### config.mk
export PLATFORM = sky130hd
export DESIGN_NAME = fetch_sequencer_flat
export DESIGN_NICKNAME = d
export VERILOG_FILES = /design/src/rtl/fetch_sequencer_if.sv /design/src/rtl/fetch_sequencer.sv /design/src/flat_wrapper.sv
export SDC_FILE = /design/constraint.sdc
export NUM_CORES = 1
export LEC_CHECK = 0
export BUFFER_PORTS_ARGS = -buffer_cell sky130_fd_sc_hd__buf_2
export CORE_MARGIN = 2
export CORE_UTILIZATION = 25
export DETAILED_ROUTE_END_ITERATION = 8
export SLEW_MARGIN = 0
export SYNTH_ARGS = -nofsm -noshare
export SYNTH_HDL_FRONTEND = slang
export SYNTH_SLANG_ARGS = --single-unit
### constraint.sdc
create_clock -name clk -period 12.1 [get_ports clk]
set_clock_uncertainty 0.1 [all_clocks]
set_input_delay 0.605 -clock clk [delete_from_list [all_inputs] [get_ports clk]]
set_output_delay 0.605 -clock clk [all_outputs]
set_load 0.05 [all_outputs]
### src/rtl/fetch_sequencer_if.sv
// Fetch sequencer bus bundle: instruction-memory read port, decode-side
// instruction handshake and the control inputs from PC/branch logic.
//
// Handshake rule for the decode side: a word transfers on a rising edge
// where inst_valid && inst_ready are both high. inst_valid never depends on
// inst_ready in the same cycle, and once asserted it stays asserted with
// stable inst_out/inst_pc until the transfer happens or a redirect/reset
// flushes the buffer.
interface fetch_sequencer_if;
   logic        halt;
   logic        redirect_valid;
   logic [31:0] redirect_pc;
   logic        mem_en;
   logic [31:0] mem_addr;
   logic [31:0] mem_rdata;
   logic        inst_valid;
   logic        inst_ready;
   logic [31:0] inst_out;
   logic [31:0] inst_pc;

   // Fetch sequencer side
   modport master (
      input  halt,
      input  redirect_valid,
      input  redirect_pc,
      input  mem_rdata,
      input  inst_ready,
      output mem_en,
      output mem_addr,
      output inst_valid,
      output inst_out,
      output inst_pc
   );

   // Environment side: control logic, instruction memory and decode
   modport slave (
      output halt,
      output redirect_valid,
      output redirect_pc,
      output mem_rdata,
      output inst_ready,
      input  mem_en,
      input  mem_addr,
      input  inst_valid,
      input  inst_out,
      input  inst_pc
   );
endinterface

### src/rtl/fetch_sequencer.sv
// Instruction fetch sequencer. Owns the fetch PC, issues reads to a
// 1-cycle-latency instruction memory and buffers returned words together
// with their PCs in a small FIFO for decode. A request is only issued when
// the buffer has room for it counting the word still in flight, so the
// returning word always has a slot and nothing is ever dropped.
// Redirects flush the buffer and discard any response still in flight.
module fetch_sequencer #(
   parameter logic [31:0] RESET_PC   = 32'h0000_0000,
   parameter int          FIFO_DEPTH = 4
) (
   input logic             clk,
   input logic             rst,
   fetch_sequencer_if.master bus
);

   localparam int AW = (FIFO_DEPTH > 2) ? $clog2(FIFO_DEPTH) : 1;
   localparam logic [AW+1:0] DEPTH_W = (AW+2)'(FIFO_DEPTH);

   logic [31:0]   fetch_pc;
   logic [31:0]   inflight_pc;
   logic          inflight;
   logic [AW:0]   count;
   logic [AW-1:0] rd_ptr;
   logic [AW-1:0] wr_ptr;
   logic [31:0]   word_mem [FIFO_DEPTH];
   logic [31:0]   pc_mem   [FIFO_DEPTH];

   logic [AW+1:0] credit_used;
   logic          issue;
   logic          push;
   logic          pop;

   // Slots already claimed: buffered words plus the one coming back next cycle
   assign credit_used = {1'b0, count} + (AW+2)'(inflight);

   // New request only when it is guaranteed a buffer slot on return
   assign issue = !rst && !bus.halt && !bus.redirect_valid && (credit_used < DEPTH_W);

   // A returning word is kept unless a redirect discards it this cycle
   assign push = inflight && !bus.redirect_valid;

   // Pop on handshake; never when empty
   assign pop = (count != '0) && bus.inst_ready;

   assign bus.mem_en     = issue;
   assign bus.mem_addr   = fetch_pc;
   assign bus.inst_valid = (count != '0);
   assign bus.inst_out   = word_mem[rd_ptr];
   assign bus.inst_pc    = pc_mem[rd_ptr];

   // Fetch PC, in-flight tracking and FIFO pointers/occupancy
   always_ff @(posedge clk or posedge rst) begin
      if (rst) begin
         fetch_pc    <= RESET_PC;
         inflight    <= 1'b0;
         inflight_pc <= RESET_PC;
         count       <= '0;
         rd_ptr      <= '0;
         wr_ptr      <= '0;
      end else if (bus.redirect_valid) begin
         // Restart at the aligned target; whatever was buffered or in flight is stale
         fetch_pc <= {bus.redirect_pc[31:2], 2'b00};
         inflight <= 1'b0;
         count    <= '0;
         rd_ptr   <= '0;
         wr_ptr   <= '0;
      end else begin
         inflight <= issue;
         if (issue) begin
            inflight_pc <= fetch_pc;
            fetch_pc    <= fetch_pc + 32'd4;
         end
         if (push) begin
            wr_ptr <= wr_ptr + AW'(1);
         end
         if (pop) begin
            rd_ptr <= rd_ptr + AW'(1);
         end
         case ({push, pop})
            2'b10:   count <= count + (AW+1)'(1);
            2'b01:   count <= count - (AW+1)'(1);
            default: count <= count;
         endcase
      end
   end

   // Buffer storage: returned word and the PC it was fetched from
   always_ff @(posedge clk or posedge rst) begin
      if (rst) begin
         for (int i = 0; i < FIFO_DEPTH; i++) begin
            word_mem[i] <= '0;
            pc_mem[i]   <= '0;
         end
      end else if (push) begin
         word_mem[wr_ptr] <= bus.mem_rdata;
         pc_mem[wr_ptr]   <= inflight_pc;
      end
   end

endmodule

### src/flat_wrapper.sv
// flat-port wrapper written by rule: the top's interface ports become plain ports
module fetch_sequencer_flat 
#(
   parameter logic [31:0] RESET_PC   = 32'h0000_0000,
   parameter int          FIFO_DEPTH = 4
)
  (clk, rst, bus_halt, bus_redirect_valid, bus_redirect_pc, bus_mem_rdata, bus_inst_ready, bus_mem_en, bus_mem_addr, bus_inst_valid, bus_inst_out, bus_inst_pc);
  fetch_sequencer_if bus_i ();
  input logic clk;
  input logic rst;
  input wire logic [$bits(bus_i.halt)-1:0] bus_halt;
  input wire logic [$bits(bus_i.redirect_valid)-1:0] bus_redirect_valid;
  input wire logic [$bits(bus_i.redirect_pc)-1:0] bus_redirect_pc;
  input wire logic [$bits(bus_i.mem_rdata)-1:0] bus_mem_rdata;
  input wire logic [$bits(bus_i.inst_ready)-1:0] bus_inst_ready;
  output wire logic [$bits(bus_i.mem_en)-1:0] bus_mem_en;
  output wire logic [$bits(bus_i.mem_addr)-1:0] bus_mem_addr;
  output wire logic [$bits(bus_i.inst_valid)-1:0] bus_inst_valid;
  output wire logic [$bits(bus_i.inst_out)-1:0] bus_inst_out;
  output wire logic [$bits(bus_i.inst_pc)-1:0] bus_inst_pc;
  assign bus_i.halt = bus_halt;
  assign bus_i.redirect_valid = bus_redirect_valid;
  assign bus_i.redirect_pc = bus_redirect_pc;
  assign bus_i.mem_rdata = bus_mem_rdata;
  assign bus_i.inst_ready = bus_inst_ready;
  assign bus_mem_en = bus_i.mem_en;
  assign bus_mem_addr = bus_i.mem_addr;
  assign bus_inst_valid = bus_i.inst_valid;
  assign bus_inst_out = bus_i.inst_out;
  assign bus_inst_pc = bus_i.inst_pc;
  fetch_sequencer #(.RESET_PC(RESET_PC), .FIFO_DEPTH(FIFO_DEPTH)) u_core (.clk(clk), .rst(rst), .bus(bus_i));
endmodule
### After elaboration in Yosys (flattened, before gate mapping)

Index checks and enable logic that the tools add are counted.

* flip-flop bits (word level): 328
* latch bits: 0
* RAM bits: 0
* memory bits (read-only): 0
* memories kept: 0

* $add $sub $neg: 6
* multiply operators: 0
* div/mod/pow operators: 0
* order comparisons: 4
* equal/unequal tests: 2
* shifts and indexed selects: 0
* muxes and demuxes: 19
* bitwise gates (word level): 3
* reduce and logical (&&, ||, !) cells: 15

Operators by type and width (count)
* 128-bit bitwise mux: 2
* 32-bit two-way mux: 7
* 32-bit binary-select mux with 2-bit select: 2
* 32-bit demux with 2-bit select: 1
* 32-bit by 3-bit adder with 32-bit output (second input constant): 1
* 2-bit two-way mux: 4
* 3-bit >= comparator (second input constant): 2
* 1-bit logical AND: 6
* 2-bit NOT with 3-bit output: 2
* 3-bit one-hot mux with 2 select lines: 1
* 2-bit nonzero test: 3
* 3-bit nonzero test: 2
* 2-bit by 1-bit adder with 2-bit output (second input constant): 2
* 3-bit by 1-bit adder with 4-bit output: 1
* 4-bit by 3-bit < comparator with 1-bit output (second input constant): 1
* 3-bit by 1-bit adder with 3-bit output (second input constant): 1
* 1-bit logical NOT: 3
* 3-bit by 1-bit < comparator with 1-bit output (second input constant): 1
* 3-bit two-way mux: 1
* 3-bit by 1-bit subtractor with 3-bit output (second input constant): 1
* 2-bit by 1-bit equality test with 1-bit output (second input constant): 1
* 2-bit equality test (second input constant): 1
* 2-bit AND reduction: 1
* 1-bit two-way mux: 1
* 1-bit NOT: 1

### Longest topological paths before layout

* depth after elaboration: 6
* depth in mapped cells: 9
* depth with buffers taken out: 7

### Worst setup path before layout

No wires, ideal clock.

* kind: input to output
* start point: in bus_redirect_valid
* end point: out bus_mem_en
* arrival time: 1916 ps
* slack: 9479 ps
* cell stages on the path: 5
* path buffers: 2
* cell sequence: or4_1 a31o_1 inv_2 buf_2 buf_2

* cells in the longest elaborated chain, start to end: 3

Ends and longest elaborated chain
* from (decl): RTL line flat_wrapper.sv:12 `input wire logic [$bits(bus_i.redirect_valid)-1:0] bus_redirect_valid;`
* 1-bit logical NOT: RTL line fetch_sequencer.sv:37 `assign issue = !rst && !bus.halt && !bus.redirect_valid && (credit_used < DEPTH_W);`
* 1-bit logical AND (2 in series): RTL line fetch_sequencer.sv:37
* to (decl): RTL line flat_wrapper.sv:16 `output wire logic [$bits(bus_i.mem_en)-1:0] bus_mem_en;`

Every way passes these cells.

### Final worst setup path

* start point: reg u_core.rd_ptr[0]
* end point: out bus_inst_pc[29]

* cells in the longest elaborated chain, start to end: 4

Ends and longest elaborated chain
* from (decl): RTL line fetch_sequencer.sv:23 `logic [AW-1:0] rd_ptr;`
* from (signal assigned): RTL line fetch_sequencer.sv:77 `rd_ptr <= rd_ptr + AW'(1);`
* 2-bit NOT with 3-bit output (not written as such): RTL line fetch_sequencer.sv:49 `assign bus.inst_pc = pc_mem[rd_ptr];`
* 32-bit binary-select mux with 2-bit select: RTL line fetch_sequencer.sv:49
* 32-bit two-way mux (not written as such) (2 in series): RTL line fetch_sequencer.sv:49
* to (decl): RTL line flat_wrapper.sv:20 `output wire logic [$bits(bus_i.inst_pc)-1:0] bus_inst_pc;`

Every way passes these cells. The select of a mux whose other input is x is not followed.

==> summary.md <==
| Metric | Value |
|---|---|
| Critical Path RT | 11.39 ns |
| Placeable core region | 55200 sq um |
| Worst max-slew margin expressed relative to the limit | 20.2% |
| Crit path arrival time | 3.17 ns |
| Number of distinct library cell variants in the gate-level netlist after synthesis | 48 |
| First-pass detailed-route iteration total | 6 |
| Fraction of registers with async set/reset | 100% |
| Mean post-synth cell area | 14.1 sq um |
| Post-layout total power | 3.85 mW |
| Fraction of the yosys area taken by sequential cells | 56.5% |
| Weighted congestion reported at the end of routability-driven placement | 0.775 |
| Fraction of the mapped netlist area in adder cells | 0.590% |
| Clock slew seen by the registers of the worst setup and hold paths | 0.06 ns |
| Buffers from clock root to sink, at most | 3 |
| Path depth of the worst reg2reg path | 7 |
| Residual DRC | 0 |
| PwrDens | 227 nW/um^2 |
| Termination of the worst setup path | bus_inst_pc[29] |
| Final-report max-slew violation count | 0 |
| Number of CTS-inserted buffers | 38 |
| Total global routing overflow | 0 |
| Total Die Area | 57900 sq um |
| Vias per Instance | 4.59 |
| Nets@finish | 1219 |
| Cell class contributing the biggest share of worst-path delay | buffers and inverters |
| Worst skew pair latency | 0.56 ns |
| Category of the most critical setup path | register to output port |
| Register-to-register setup slack | 9.22 ns |
| Initial antenna violation count | 3 |
| Port-buffer cells | 160 |
| Detailed-route wire length per cell | 18.1 microns |
| CTS root buf | clkbuf_16 |
| CP peak stage delay | 0.89 ns |
| CTS resizes | 0 |
| Post-Synth Simple-Gate Area | 6.79% |
| Via Count | 8824 |
| Count of final setup violators | 0 |
| Count of endpoints failing hold in the final timing report | 0 |
| Accumulated negative setup slack | 0 ns |
| Time the worst path needs with I/O delays and setup | 3.88 ns |
| Number of cells on the critical path | 3 |
| Setup repair after global routing missed its margin | no |
| Kind of start point of the critical path | register |
| Layout filler cell count | 5552 |
| Yosys Warn Count | 0 |
| Leakage | 8.05 nW |
| Tot GR Track Use | 12.2% |
| Detailed placement HPWL | 21.8 mm |
| Total routed wirelength | 34.9 mm |
| XOR/XNOR Fraction of Synth Area | 0.438% |
| Initial cell density of the core | 25.4% |
| Main combinational cell family by area after synthesis | multiplexers |
| Predominant post-synthesis flop cell | dfrtp_1 |
| CTS H-tree lvls | 2 |
| Crit share post-route | 32.0% |
| Share of cell area taken by muxes after synthesis | 29.8% |
| Number of violations of the max-capacitance limit | 0 |
| Largest net degree at the start of global routing | 193 |
| Worst setup path start | u_core.rd_ptr[0]$_DFFE_PP0P_ |
| Post-CTS Repair Setup Buffers | 0 |
| Worst-path fanout max | 33 |
| Worst IR drop on VDD | 168 uV |
| Worst min path class | input port to async pin |
| Via count of the first global-routing pass | 9188 |
| Run status | complete, no violations |
| Number of storage elements in the synthesis netlist | 316 |
| Compound-Gate Fraction of Synth Area | 3.41% |
| Number of synthesized flops with an enable pin | 0 |
| Max Clk Rate | 0.258 GHz |
| Hold buffers post-CTS | 0 |
| Number of design-rule violations left by the first detailed-router iteration | 357 |
| Die boundary height | 241 microns |
| Antenna-violating nets left | 0 |
| Capture instance of the worst register-to-register path | u_core.bus.mem_addr[28]$_DFFE_PP0P_ |
| Cell with the biggest individual delay on the critical path | dfrtp_4 |
| Post-Synthesis Cell Area | 14000 sq um |
| Kind of capture point of the worst setup path | output port |
| Clock tree from TritonCTS | built |
| Placement row count | 86 |
| IO Pins | 167 |
| Gate Count Post-Synth | 994 |
| Critical path buffers and inverters | 2 |
| Slew at the pin with the worst max-slew slack | 1.20 ns |
| Cells along the critical path | buf_4, mux4_2, buf_2 |
| Layout overhead on the synthesized area | 21.0% |
| Clock net sink count | 316 |
| Startpoint of the lowest-slack register-to-register path | u_core.count[2]$_DFFE_PP0P_ |
| Proportion of layout cells with a drive suffix above 1 | 47.3% |
| Global-route wire length before repair | 53.8 mm |
| Die Span X | 241 microns |
==> Yosys cell counts, types with 3 or more instances <==
| cell | instances | area share (%) |
|---|---|---|
| ha_1 | 5 | 0.45 |
| xor2_1 | 4 | 0.25 |
| nand4_1 | 13 | 0.58 |
| nand3b_1 | 4 | 0.21 |
| a221o_1 | 3 | 0.21 |
| nor3_1 | 5 | 0.18 |
| nor2b_1 | 6 | 0.27 |
| a21o_1 | 3 | 0.16 |
| dfrtp_1 | 316 | 56 |
| nor2_1 | 21 | 0.56 |
| clkbuf_1 | 16 | 0.43 |
| a21oi_1 | 4 | 0.14 |
| or3_1 | 3 | 0.13 |
| nand3_1 | 13 | 0.46 |
| inv_1 | 10 | 0.27 |
| buf_1 | 4 | 0.11 |
| buf_4 | 5 | 0.27 |
| o311ai_1 | 5 | 0.31 |
| and3_1 | 3 | 0.13 |
| mux2_2 | 244 | 20 |
| a31oi_1 | 7 | 0.31 |
| buf_2 | 39 | 1.4 |
| mux4_2 | 62 | 10 |
| nand2_1 | 130 | 3.5 |
| o21ai_1 | 8 | 0.29 |
| xnor2_1 | 3 | 0.19 |
| o21ai_0 | 20 | 0.72 |
| o211ai_1 | 10 | 0.54 |
==> area by class of cell <==
class                   count  area [sq um]  share of cell area (%)
diodes                      1          2.50                  0.0148
clock buffers              55          1140                    6.71
clock inverters            15           215                    1.27
inverters                  11          48.8                   0.288
multi-input cells         606          5780                    34.1
flip-flops and latches    316          7920                    46.8
well taps                 748           936                    5.53
repair buffers            171           896                    5.29
==> metal layers <==
layer / track usage (%) / vias to the layer above / part of all wire, % / wire length (microns)
li1: - / 3934 / - / -
met5: 0 / - / 0.072 / 25
met2: 19.7 / 207 / 46 / 16200
met4: 3.67 / 4 / 2.1 / 724
met1: 16.2 / 4631 / 46 / 15900
met3: 2.80 / 48 / 5.7 / 2000
==> placed cells by master (no fill, tap or decap), types with 3 or more instances in the layout <==
master / synthesis / final
xor2_1: 4 / 4
clkbuf_16: 0 / 39
mux4_2: 62 / 62
nor2_1: 21 / 21
mux2_2: 244 / 244
ha_1: 5 / 5
nand3_1: 13 / 13
clkinvlp_4: 0 / 4
o311ai_1: 5 / 5
o21ai_1: 8 / 8
o211ai_1: 10 / 10
or3_1: 3 / 3
nand3b_1: 4 / 4
nand4_1: 13 / 13
o21ai_0: 20 / 20
nand2_4: 0 / 4
bufinv_16: 0 / 4
a21o_1: 3 / 3
clkbuf_1: 16 / 6
buf_2: 39 / 160
a21oi_1: 4 / 4
xnor2_1: 3 / 3
clkinv_2: 0 / 3
buf_4: 5 / 10
inv_1: 10 / 9
dfrtp_1: 316 / 314
a31oi_1: 7 / 7
a221o_1: 3 / 3
clkbuf_8: 0 / 10
and3_1: 3 / 3
nor2b_1: 6 / 6
conb_1: 1 / 4
nand2_1: 130 / 126
nor3_1: 5 / 5
==> worst min path at each step <==
stage                                     endpoint  depth (start not counted)                           start
2_1_floorplan        u_core.pc_mem[63]$_DFFE_PP0P_                          2   u_core.pc_mem[63]$_DFFE_PP0P_
3_3_place_gp        u_core.pc_mem[127]$_DFFE_PP0P_                          2  u_core.pc_mem[127]$_DFFE_PP0P_
3_5_place_dp         u_core.pc_mem[63]$_DFFE_PP0P_                          2   u_core.pc_mem[63]$_DFFE_PP0P_
4_1_cts         u_core.bus.mem_addr[2]$_DFFE_PP0P_                          3              bus_redirect_pc[2]
5_1_grt        u_core.bus.mem_addr[19]$_DFFE_PP0P_                          3             bus_redirect_pc[19]
6_report        u_core.inflight_pc[17]$_DFFE_PP0P_                          2                             rst
==> stage by stage <==
stage / cell area [sq um] / utilization, % / cells / setup slack (ns) / hold WS [ns]
after detailed placement: 15600 / 28.2 / 1852 / 8.56 / 0.369
after global routing: 16900 / 30.7 / 1922 / 7.98 / 0.148
final: 16900 / 30.7 / 1923 / 8.22 / 0.139
after CTS: 16900 / 30.7 / 1922 / 8.06 / 0.136
after floorplan: 14000 / - / 997 / 2.65 / 0.345
after global placement: 15600 / 28.2 / 1852 / 8.58 / 0.356
==> registers in the layout, summed over array words and instances, names as in the netlist <==
signal,flops
u_core.word_mem,128
u_core.pc_mem,120
u_core.bus.mem_addr,30
u_core.inflight_pc,30
u_core.count,3
u_core.rd_ptr,2
u_core.wr_ptr,2
u_core.inflight,1
==> worst register-to-register path: stages (launching register included) <==
cell,delay [ns]
dfrtp_1,0.42
or4_1,0.52
a31o_2,0.25
inv_2,0.33
buf_4,0.44
nand3_1,0.27
or3_1,0.39
nand3_1,0.09
==> logic make-up after synthesis <==
| group | after synthesis |
|---|---|
| mux | 308 |
| other cells | 1 |
| fa+ha+maj | 6 |
| buf+inv | 75 |
| flops | 316 |
| compound gates | 72 |
| simple gates | 209 |
| xor+xnor | 7 |
==> power breakdown <==
| part | internal, mW | switching [mW] | total, mW |
|---|---|---|---|
| clock network | 0.743 | 0.462 | 1.21 |
| registers | 1.25 | 0.169 | 1.42 |
| logic | 0.423 | 0.798 | 1.22 |
| total | 2.42 | 1.43 | 3.85 |
Note: power is estimated with default switching activity, not from simulation.
